==> src/rtl/ram_arbiter.sv <==
// Round-robin arbiter with bounded lock in front of the single-port config RAM.
// One registered access stage drives the RAM; responses pulse two cycles after accept.
module ram_arbiter #(
    parameter int unsigned NUM_REQ    = 2,
    parameter int unsigned ADDR_WIDTH = 10,
    parameter int unsigned RAM_AW     = 8,
    parameter int unsigned DATA_WIDTH = 32,
    parameter int unsigned LOCK_MAX   = 16
) (
    input  logic                            clk,
    input  logic                            rst_n,
    input  logic [NUM_REQ-1:0]              req_valid,
    input  logic [NUM_REQ-1:0]              req_we,
    input  logic [NUM_REQ-1:0]              req_lock,
    input  logic [NUM_REQ*ADDR_WIDTH-1:0]   req_addr,
    input  logic [NUM_REQ*DATA_WIDTH-1:0]   req_wdata,
    output logic [NUM_REQ-1:0]              req_ready,
    output logic [NUM_REQ-1:0]              rsp_valid,
    output logic [DATA_WIDTH-1:0]           rsp_rdata,
    output logic                            rsp_err,
    output logic                            r_en,
    output logic                            w_en,
    output logic [ADDR_WIDTH-1:0]           addr,
    output logic [DATA_WIDTH-1:0]           data_o,
    input  logic [DATA_WIDTH-1:0]           data_i
);

    localparam int unsigned IW = (NUM_REQ > 1) ? $clog2(NUM_REQ) : 1;
    localparam int unsigned SW = IW + 1;
    localparam int unsigned CW = $clog2(LOCK_MAX + 1);

    typedef enum logic {ARB, LOCKED} state_e;

    state_e          state_q, state_d;
    logic [IW-1:0]   ptr_q, ptr_d;
    logic [IW-1:0]   owner_q, owner_d;
    logic [CW-1:0]   cnt_q, cnt_d;

    logic [NUM_REQ-1:0] rr_rot;
    logic [SW-1:0]      rr_sum;
    logic [IW-1:0]      rr_id;
    logic               rr_found;

    // Rotate valids so the pointer sits at bit 0, take the lowest set bit, rotate back.
    always_comb begin
        rr_rot   = NUM_REQ'({req_valid, req_valid} >> ptr_q);
        rr_found = 1'b0;
        rr_sum   = '0;
        for (int unsigned k = 0; k < NUM_REQ; k++) begin
            if (!rr_found && rr_rot[k]) begin
                rr_found = 1'b1;
                rr_sum   = {1'b0, ptr_q} + SW'(k);
            end
        end
        rr_id = (rr_sum >= SW'(NUM_REQ)) ? IW'(rr_sum - SW'(NUM_REQ)) : IW'(rr_sum);
    end

    logic                  sel_vld, sel_we, sel_lock, sel_err;
    logic [IW-1:0]         sel_id, sel_inc;
    logic [ADDR_WIDTH-1:0] sel_addr;
    logic [DATA_WIDTH-1:0] sel_wdata;

    always_comb begin
        sel_id  = '0;
        sel_vld = 1'b0;
        if (state_q == LOCKED) begin
            sel_id  = owner_q;
            sel_vld = req_valid[owner_q];
        end else begin
            sel_id  = rr_id;
            sel_vld = rr_found;
        end
        req_ready         = '0;
        req_ready[sel_id] = sel_vld;

        sel_we    = 1'b0;
        sel_lock  = 1'b0;
        sel_addr  = '0;
        sel_wdata = '0;
        for (int unsigned i = 0; i < NUM_REQ; i++) begin
            if (sel_id == IW'(i)) begin
                sel_we    = req_we[i];
                sel_lock  = req_lock[i];
                sel_addr  = req_addr[i*ADDR_WIDTH +: ADDR_WIDTH];
                sel_wdata = req_wdata[i*DATA_WIDTH +: DATA_WIDTH];
            end
        end
        sel_err = |sel_addr[ADDR_WIDTH-1:RAM_AW];
    end

    always_comb begin
        state_d = state_q;
        ptr_d   = ptr_q;
        owner_d = owner_q;
        cnt_d   = cnt_q;
        sel_inc = (sel_id == IW'(NUM_REQ - 1)) ? '0 : sel_id + 1'b1;
        if (sel_vld) ptr_d = sel_inc;
        case (state_q)
            ARB: begin
                if (sel_vld && sel_lock) begin
                    state_d = LOCKED;
                    owner_d = sel_id;
                    cnt_d   = '0;
                end
            end
            LOCKED: begin
                // sel_* track the owner here; a dropped lock releases whether or not a beat was taken
                if (cnt_q == CW'(LOCK_MAX - 1)) begin
                    state_d = ARB;
                    ptr_d   = sel_inc;
                end else if (!sel_lock) begin
                    state_d = ARB;
                end else begin
                    cnt_d = cnt_q + 1'b1;
                end
            end
            default: state_d = ARB;
        endcase
    end

    always_ff @(posedge clk or negedge rst_n) begin
        if (!rst_n) begin
            state_q <= ARB;
            ptr_q   <= '0;
            owner_q <= '0;
            cnt_q   <= '0;
        end else begin
            state_q <= state_d;
            ptr_q   <= ptr_d;
            owner_q <= owner_d;
            cnt_q   <= cnt_d;
        end
    end

    logic                  acc_vld_q, acc_we_q, acc_err_q;
    logic [IW-1:0]         acc_id_q;
    logic [ADDR_WIDTH-1:0] addr_q;
    logic [DATA_WIDTH-1:0] wdata_q;
    logic                  rsp_vld_q, rsp_err_q;
    logic [IW-1:0]         rsp_id_q;
    logic [DATA_WIDTH-1:0] rdata_q;

    always_ff @(posedge clk or negedge rst_n) begin
        if (!rst_n) begin
            acc_vld_q <= 1'b0;
            acc_we_q  <= 1'b0;
            acc_err_q <= 1'b0;
            acc_id_q  <= '0;
            addr_q    <= '0;
            wdata_q   <= '0;
            rsp_vld_q <= 1'b0;
            rsp_err_q <= 1'b0;
            rsp_id_q  <= '0;
            rdata_q   <= '0;
        end else begin
            acc_vld_q <= sel_vld;
            if (sel_vld) begin
                acc_we_q  <= sel_we;
                acc_err_q <= sel_err;
                acc_id_q  <= sel_id;
                addr_q    <= sel_addr;
                wdata_q   <= sel_wdata;
            end
            rsp_vld_q <= acc_vld_q;
            if (acc_vld_q) begin
                rsp_id_q  <= acc_id_q;
                rsp_err_q <= acc_err_q;
                rdata_q   <= (acc_we_q || acc_err_q) ? '0 : data_i;
            end
        end
    end

    assign r_en      = acc_vld_q & ~acc_we_q & ~acc_err_q;
    assign w_en      = acc_vld_q &  acc_we_q & ~acc_err_q;
    assign addr      = addr_q;
    assign data_o    = wdata_q;
    assign rsp_rdata = rdata_q;
    assign rsp_err   = rsp_err_q;

    always_comb begin
        rsp_valid           = '0;
        rsp_valid[rsp_id_q] = rsp_vld_q;
    end

endmodule
==> config.mk <==
export PLATFORM = sky130hd
export DESIGN_NAME = ram_arbiter
export DESIGN_NICKNAME = d
export VERILOG_FILES = /design/src/rtl/ram_arbiter.sv
export SDC_FILE = /design/constraint.sdc
export NUM_CORES = 1
export LEC_CHECK = 0
export ABC_CLOCK_PERIOD_IN_PS = 2500
export CAP_MARGIN = 20
export CORE_ASPECT_RATIO = 1.1
export CORE_MARGIN = 2
export CORE_UTILIZATION = 40
export CTS_CLUSTER_SIZE = 30
export DETAILED_ROUTE_END_ITERATION = 10
export HOLD_SLACK_MARGIN = 0.02
export PLACE_DENSITY = 0.81
export SLEW_MARGIN = 25
export SYNTH_ARGS = -nofsm -noshare
export SYNTH_HDL_FRONTEND = slang
export SYNTH_SLANG_ARGS = --single-unit
==> constraint.sdc <==
create_clock -name clk -period 2.5 [get_ports clk]
set_input_delay 0.5 -clock clk [delete_from_list [all_inputs] [get_ports clk]]
set_output_delay 0.5 -clock clk [all_outputs]
set_load 0.005 [all_outputs]
Word level (Yosys, flattened, before mapping)
Index checks and enable logic that the tools add are counted.
{"block": "totals", "ff_bits": 89, "inputBits": 124, "output_inout_bits": 81, "word_cells": 77}
{"block": "op_classes", "addsub": 4, "magnitude_cmp": 6, "n_eq_ne": 4, "n_shift": 1, "mux": 30, "bitwise": 9, "reduce_logical": 9}
{"op": "32-bit 2-to-1 mux", "count": 2}
{"op": "1-bit 2-to-1 mux", "count": 19}
{"op": "5-bit 2-to-1 mux", "count": 3}
{"op": "10-bit 2-to-1 mux", "count": 1}
{"op": "5-bit case mux with 2 select lines", "count": 1}
{"op": "1-bit by 2-bit < comparator with 1-bit output (second input constant)", "count": 3}
{"op": "5-bit by 1-bit adder with 5-bit output (second input constant)", "count": 1}
{"op": "5-bit by 4-bit equality test with 1-bit output (second input constant)", "count": 1}
{"op": "1-bit bitwise AND", "count": 4}
{"op": "2-bit bitwise AND", "count": 2}
{"op": "1-bit logical AND", "count": 4}
{"op": "2-bit inequality test (second input constant)", "count": 2}
{"op": "4-bit by 1-bit right shift with 2-bit output", "count": 1}
{"op": "1-bit inverter", "count": 3}
{"op": "3-bit AND reduction", "count": 1}
{"op": "1-bit by 1-bit adder with 2-bit output (second input constant)", "count": 1}
{"op": "1-bit demux with 1-bit select", "count": 2}
{"op": "1-bit >= comparator (second input constant)", "count": 2}
{"op": "2-bit >= comparator (second input constant)", "count": 1}
{"op": "2-bit 2-to-1 mux", "count": 1}
{"op": "2-bit by 1-bit inequality test with 1-bit output (second input constant)", "count": 1}
{"op": "1-bit case mux with 2 select lines", "count": 1}
{"op": "2-bit AND reduction", "count": 1}
{"op": "2-bit OR reduction", "count": 1}
{"op": "other kinds (4)", "count": 4}

Depth between registers and ports, before layout
{"block": "depth", "word_depth": 13, "depth_mapped": 8, "mapped_depth_nobuf": 8}

Worst setup path after synthesis
Ideal clock, no wire load.
{"block": "synth_timing", "kind": "register to register", "startpoint": "register cnt_q[0]", "endpoint": "register cnt_q[3]", "setup_ns": 0.078, "arrival_time_ns": 1.875, "required_ns": 2.422, "path_slack_ns": 0.547, "stages_incl_launch_ff": 9, "path_buffers": 0, "period_less_slack_ns": 1.953, "cell_sequence": "dfrtp_1 > ha_1 > and3_1 > ha_1 > nand2_1 > nand3_1 > mux2_4 > or3_1 > a21boi_1"}
{"block": "synth_via", "elab_chain_len": 4, "word_cells_on_any_way": 7, "classes_between": "add/sub (1); eq/ne (2); mux (3); reduce/logical (1)"}
{"item": "from (decl)", "line_no": "37", "text": "logic [CW-1:0] cnt_q, cnt_d;"}
{"item": "from (signal assigned)", "line_no": "131", "text": "cnt_q <= cnt_d;"}
{"item": "5-bit by 1-bit adder with 5-bit output", "line_no": "114", "text": "cnt_d = cnt_q + 1'b1;"}
{"item": "5-bit 2-to-1 mux", "line_no": "111", "text": "end else if (!sel_lock) begin"}
{"item": "5-bit 2-to-1 mux", "line_no": "108", "text": "if (cnt_q == CW'(LOCK_MAX - 1)) begin"}
{"item": "5-bit case mux with 2 select lines", "line_no": "98", "text": "case (state_q)"}
Parallel ways exist; a longest one is shown, timed or not. The select of a mux whose other input is x is not followed.
A chain may end at the register's enable or synchronous reset.

Worst setup path in the final report
{"block": "layout_timing", "startpoint": "input port req_valid[0]", "endpoint": "output port req_ready[1]"}
{"block": "layout_via", "elab_chain_len": 13, "word_cells_on_any_way": 20, "classes_between": "add/sub (1); order compare (3); shift (1); mux (11); bitwise (1); reduce/logical (3)"}
{"item": "from (decl)", "line_no": "12", "text": "input logic [NUM_REQ-1:0] req_valid,"}
{"item": "4-bit by 1-bit right shift with 2-bit output", "line_no": "46", "text": "rr_rot = NUM_REQ'({req_valid, req_valid} >> ptr_q);"}
{"item": "1-bit 2-to-1 mux", "line_no": "50", "text": "if (!rr_found && rr_rot[k]) begin"}
{"item": "1-bit zero test", "line_no": "50"}
{"item": "1-bit logical AND", "line_no": "50"}
{"item": "2-bit 2-to-1 mux", "line_no": "50"}
{"item": "2-bit >= comparator or 1-bit subtractor (tied branches)", "line_no": "55", "text": "rr_id = (rr_sum >= SW'(NUM_REQ)) ? IW'(rr_sum - SW'(NUM_REQ)) : IW'(rr_sum);"}
{"item": "1-bit 2-to-1 mux", "line_no": "55"}
{"item": "1-bit 2-to-1 mux", "line_no": "66", "text": "if (state_q == LOCKED) begin"}
{"item": "1-bit by 2-bit < comparator with 1-bit output (implied by the code) or 1-bit >= comparator (tied branches)", "line_no": "74", "text": "req_ready[sel_id] = sel_vld;"}
{"item": "1-bit logical AND (implied by the code)", "line_no": "74"}
{"item": "1-bit 2-to-1 mux (implied by the code)", "line_no": "74"}
{"item": "1-bit demux with 1-bit select", "line_no": "74"}
{"item": "2-bit bitwise AND (no line) (*)"}
{"item": "to (decl)", "line_no": "17", "text": "output logic [NUM_REQ-1:0] req_ready,"}
Mark *: on every way between the ends. The rest lies on a longest branch, timed or not. The select of a mux whose other input is x is not followed.

==> flow_summary.json <==
{
  "drive_above_1_share_pct": 5.67,
  "power_uw": 4570,
  "finalClockSkew_ns": 0.00910,
  "start_util_pct": 41.4,
  "fin_util_pct": 67.4,
  "required_ns": 2.00,
  "period_share_pct": 85.9,
  "cp_slowest_cell": "clkdlybuf4s50_1",
  "cts_hold_buf": 0,
  "yosysWarningCount": 0,
  "cts_max_level": 3,
  "crit_type": "primary input to output pin",
  "die_y_microns": 108,
  "yosysUniqueCellTypes": 34,
  "fmax_ghz": 0.466,
  "final-hold-violation-count": 0,
  "core_sq_um": 9440,
  "clk_pin_slew_ns": 0.08,
  "gr-usage-met2_pct": 35.4,
  "synth_nets": 519,
  "ys_seq_elements": 89,
  "cts_tree": "yes",
  "path_max_fanout": 4,
  "synth.area.top_cells": "dfrtp_1, mux2i_1, o21ai_0",
  "finalCriticalPeriod_ns": 2.15,
  "first_iter_violations": 91,
  "fin_nets": 722,
  "setup_tns_ns": 0,
  "timing.final.max_slew_violations": 0,
  "dieArea_sq_um": 10600,
  "io_buffer_count": 204,
  "intPower_uw": 3310,
  "cts_sinks": 89,
  "viasPerCell": 4.84,
  "area_growth_pct": 62.8,
  "overflow": 0,
  "cts_root_buffer": "clkbuf_8",
  "synthArstFlopShare_pct": 100,
  "synth_area_leader_cell": "dfrtp_1",
  "comb_power_share_pct": 33.3,
  "ir_drop_mv": 0.350,
  "ys_top_cells_by_count": "dfrtp_1, nand2_1, o21ai_0",
  "swShare_pct": 27.5,
  "path_cells": "clkdlybuf4s50_1 -> buf_4 -> nand2b_1 -> o211a_1 -> dlymetal6s2s_1",
  "leakagePower_uw": 0.00288,
  "die_w_microns": 98.3,
  "netlist_instances": 393,
  "fin_cells": 717,
  "drt-pass1-iter-count": 4,
  "hold_path_class": "primary input to asynchronous set/reset pin",
  "vias": 3467,
  "globalRouteMet1Util_pct": 25.4,
  "place_congestion": 0.809,
  "antenna_found_initial": 0,
  "avgSynthCellArea_sq_um": 9.96,
  "max-clock-path-buffers": 2,
  "power_frac_clock_pct": 24.3,
  "met3_usage_pct": 8.12,
  "yosysSeqAreaShare_pct": 56.9,
  "max_cap_violations": 0,
  "nFillCells": 753,
  "slowest_delay_ns": 0.48,
  "yosysTopAreaCellShare_pct": 56.9,
  "post-route-drc-count": 0,
  "ios": 205,
  "grt_busiest_layer": "met2",
  "fin_ws_ns": 0.353,
  "ant_nets": 0,
  "cp-end-kind": "output pin",
  "p_sw_uw": 1260,
  "grt_max_degree": 82,
  "post_cts_resized": 1,
  "rows": 37,
  "pwr_density_cell_nw_per_um2": 718,
  "rsz0062_at_grt": "no",
  "grt_pass1_wl_microns": 17700,
  "synth_area_sq_um": 3910,
  "grt.total_usage_pct": 21.3,
  "status": "complete, no violations",
  "pre_cts_slack_ns": 0.0105,
  "tightest_slew_ns": 0.596,
  "p_seq_share_pct": 42.4,
  "post_cts_buffers": 0,
  "ys.flop_type": "dfrtp_1",
  "worstPathArrival_ns": 1.65,
  "dp_hpwl_microns": 8480,
  "detail_route.wl_per_cell_microns": 15.2,
  "cts_buffers": 9,
  "setup_violations": 0,
  "postRouteWirelength_microns": 10900,
  "slew_headroom_pct": 60.2,
  "antenna_cells": 0,
  "synth-edff-count": 0,
  "placed_cells": 702,
  "clk_latency_ns": 0.35,
  "synth.most_common_cell": "dfrtp_1",
  "cp-start-kind": "primary input",
  "grt_pass1_vias": 3555
}
placed cells by master, fill, tap and decap left out:
cell type and n:
clkdlybuf4s50_1 201, dfrtp_1 89, nand2_1 80, o21ai_0 79, mux2i_1 44, inv_1 37
clkbuf_8 12, buf_4 9, or3_1 4, nand2b_1 3, a21boi_1 3, nand3_1 3
a21oi_1 3, nor2_1 3, buf_12 3, mux2_2 2, ha_1 2, bufinv_16 2
dlymetal6s2s_1 2, and3_1 1, nor2b_1 1, o22ai_4 1, nor2b_4 1, a21boi_0 1
nor3b_2 1, and3b_1 1, o211a_1 1, and2_1 1, a22oi_2 1, mux2_4 1
a22o_1 1, a31o_2 1, or3b_1 1, o21ai_1 1, o22ai_1 1, o31ai_1 1
a21o_1 1, clkbuf_1 1
cells by family (layout without fill, tap and decap cells):
logic type	Yosys count	count (layout)	share of synthesized area (%)
buf+inv	60	267	6.17
fa+ha+maj	2	2	0.639
flops	89	89	56.9
compound gates	95	95	13.1
mux	47	47	12.2
simple gates	100	100	10.9
worst max-delay path, delay by kind of cell:
kind                   cells  cell delay (ns)
and+or+nand+nor            1             0.11
AOI/OAI and AO/OA          1             0.24
buffers and inverters      3             0.80
worst paths after layout:
path | startpoint | end | slack (ns) | cells past startpoint
worst max-delay path | req_valid[0] | req_ready[1] | 0.35 | 5
worst min-delay path | rst_n | rsp_rdata[15] | 0.14 | 1
worst max register to register | cnt_q[0] | cnt_q[3] | 0.36 | 8
worst min register to register | data_o[27] | data_o[27] | 0.48 | 2
max in group asynchronous | rst_n | rsp_rdata[27] | 1.70 | 2
min in group clk | data_o[27] | data_o[27] | 0.48 | 2
per-stage QoR:
stage / cell area, sq um / hold WS [ns]
floorplan: 3910 / 0.204
global placement: 6130 / 0.459
detailed placement: 6130 / 0.468
CTS: 6360 / 0.156
global route: 6370 / 0.188
finish: 6370 / 0.144
power by group through the flow:
stage	clock network [uW]	registers (uW)	logic, uW
5_1_grt	1210	1980	1690
3_5_place_dp	0	1970	1550
4_1_cts	1150	1940	1550
3_3_place_gp	0	1950	1500
2_1_floorplan	0	1960	551
6_report	1110	1940	1520
per-layer routing:
metal	vias up	part of all wire (%)
met4	0	1.4
met3	12	11
met5	-	0
met2	162	48
met1	1594	39
li1	1699	-
sequential cells by signal (all words and copies together), names as in the netlist, 5 cells and up:
name       flops
data_o        32
addr          10
rsp_rdata     32
cnt_q          5
area by class of cell:
| type | instances | area [sq um] | area share [%] |
|---|---|---|---|
| Sequential cell | 89 | 2230 | 35.0 |
| Timing Repair Buffer | 215 | 2160 | 34.0 |
| Multi-Input combinational cell | 244 | 1460 | 23.0 |
| Clock buffer | 13 | 169 | 2.65 |
| Tap cell | 117 | 146 | 2.30 |
| Inverter | 37 | 139 | 2.18 |
| Clock inverter | 2 | 60.1 | 0.943 |
Note: power is estimated with default switching activity, not from simulation.
==> patch, RTL diff (same flow settings) <==
Register the output `rsp_err` once more, cleared by the reset; this adds one clock of latency there. The other outputs are not delayed to match.
--- a/src/rtl/ram_arbiter.sv
+++ b/src/rtl/ram_arbiter.sv
@@ -176,5 +176,11 @@
     assign data_o    = wdata_q;
     assign rsp_rdata = rdata_q;
-    assign rsp_err   = rsp_err_q;
+    always_ff @(posedge clk or negedge rst_n) begin
+        if (!rst_n) begin
+            rsp_err <= '0;
+        end else begin
+            rsp_err <= rsp_err_q;
+        end
+    end
 
     always_comb begin
Function: changed (a bounded check fails within 4 cycles, from zero or initial values and one cycle with rst_n low).
==> patch against the original RTL <==
Sequential cell count grew 1. Clock skew grew 0.00053 ns. Design area shrank 1.1%. Total power shrank 3.6%. Critical path depth fell by 1. Setup slack got worse by 0.22 ns. Wire length decreased by 7.8%. Synthesized area grew 0.16%.
==> patch: results (changes against the original RTL) <==
Final #Nets - 727 (+0.69%)
comb_multi_in - 245 (+0.41%)
first-pass GRT wire length - 16.27 mm (-8.3%)
CP max stage delay - 0.51 ns (+0.03 ns)
Syn Nets - 521 (+0.39%)
number of non-clock buffers in the layout - 217 (+0.93%)
Worst Skew - 0.009628 ns (+0.0005267 ns)
worst min-delay path category - in -> async
worst ir drop on vdd - 0.0003258 V (-6.8%)
Clock Path Buffers - 2 (unchanged)
FF+latch area - 0.002255 mm2 (+1.2%)
Synth Register Bits - 90 (+1.1%)
dpl cell area - 0.006093 mm2 (-0.67%)
sequential area share after synthesis - 57.47% (+0.55 points)
DRT iter0 DRCs - 50 (-45%)
fill count - 782 (+3.9%)
clock buffers - 10 (-3)
largest net degree at the start of global routing - 63 (-23%)
gpl congestion - 0.8050 (-0.47%)
Mean Syn Cell Area - 9.921 um2 (-0.35%)
post_cts resized - 3 (+2)
Inst Count DP - 705 (+0.43%)
dpl ws - -0.08256 ns (-0.09309 ns)
commonest cells in the netlist - dfrtp_1 (90), nand2_1 (82), o21ai_0 (64)
Total GRT Usage - 19.25% (-2.1 points)
met1 GRT Util - 21.92% (-3.5 points)
mux contribution to synthesized area - 12.20% (-0.020 points)
Leakage - 2.673 nW (-7.3%)
Signal buf overhead - 33.92% (-0.066 points)
Synth Area in Compound Gates - 12.42% (-0.69 points)
CP Max Fanout - 6 (+2)
Avg WL per Cell - 13.91 um (-8.5%)
vias in the first global route - 3417 (-3.9%)
metal2 WL - 5.196 mm (-1.2%)
proportion of layout cells with a drive suffix above 1 - 6.766% (+1.1 points)
inverters - 38 (+2.7%)
critical path arrival - 1.87 ns (+0.22 ns)
area grow syn2layout - 60.76%
adder-cell share of the synthesized area - 0.6386% (-0.0010 points)
multi-input gate share of total cell area - 22.86% (-0.11 points)
WL met3 - 828 um (-33%)
met1 wire length - 3.805 mm (-10%)
met3 usage - 5.584% (-2.5 points)
status - complete, no violations
Via density - 4.761 (-1.5%)
top cells by area, synth - dfrtp_1 (57%), mux2i_1 (11%), o21ai_0 (8.2%), nand2_1 (7.9%), inv_1 (3.6%)
Final Instance Area - 0.006300 mm2 (-1.1%)
met2 usage - 33.28% (-2.1 points)
Clock-cell share - 2.840% (-0.76 points)
normalized max-slew margin - 59.35% (-0.88 points)
Finished Layout Cells - 723 (+0.84%)
-- patch: cell count changes after synthesis, sizes merged, moves of 2 or more --
cell / before / now
clkbuf: 17 / 10
a21oi: 3 / 5
nand2: 80 / 82
a21boi: 4 / 2
buf: 6 / 12
nor2: 3 / 6
-- patch: report_power, final --
group / switching [mW] / total (mW) / internal (mW)
registers: 0.190 / 1.97 / 1.78
clock network: 0.504 / 0.894 / 0.390
logic: 0.612 / 1.54 / 0.933
-- patch: worst paths after layout --
kind / startpoint / endpoint / slack [ns] / cells after the start
worst max-delay path: state_q / req_ready[1] / 0.13 / 4
max in group asynchronous: rst_n / rsp_rdata[22] / 1.60 / 2
min in group clk: rsp_err_q / rsp_err / 0.39 / 0
worst max register to register: cnt_q[0] / cnt_q[3] / 0.40 / 8
worst min-delay path: rst_n / rsp_err / 0.16 / 1
worst min register to register: rsp_err_q / rsp_err / 0.39 / 0
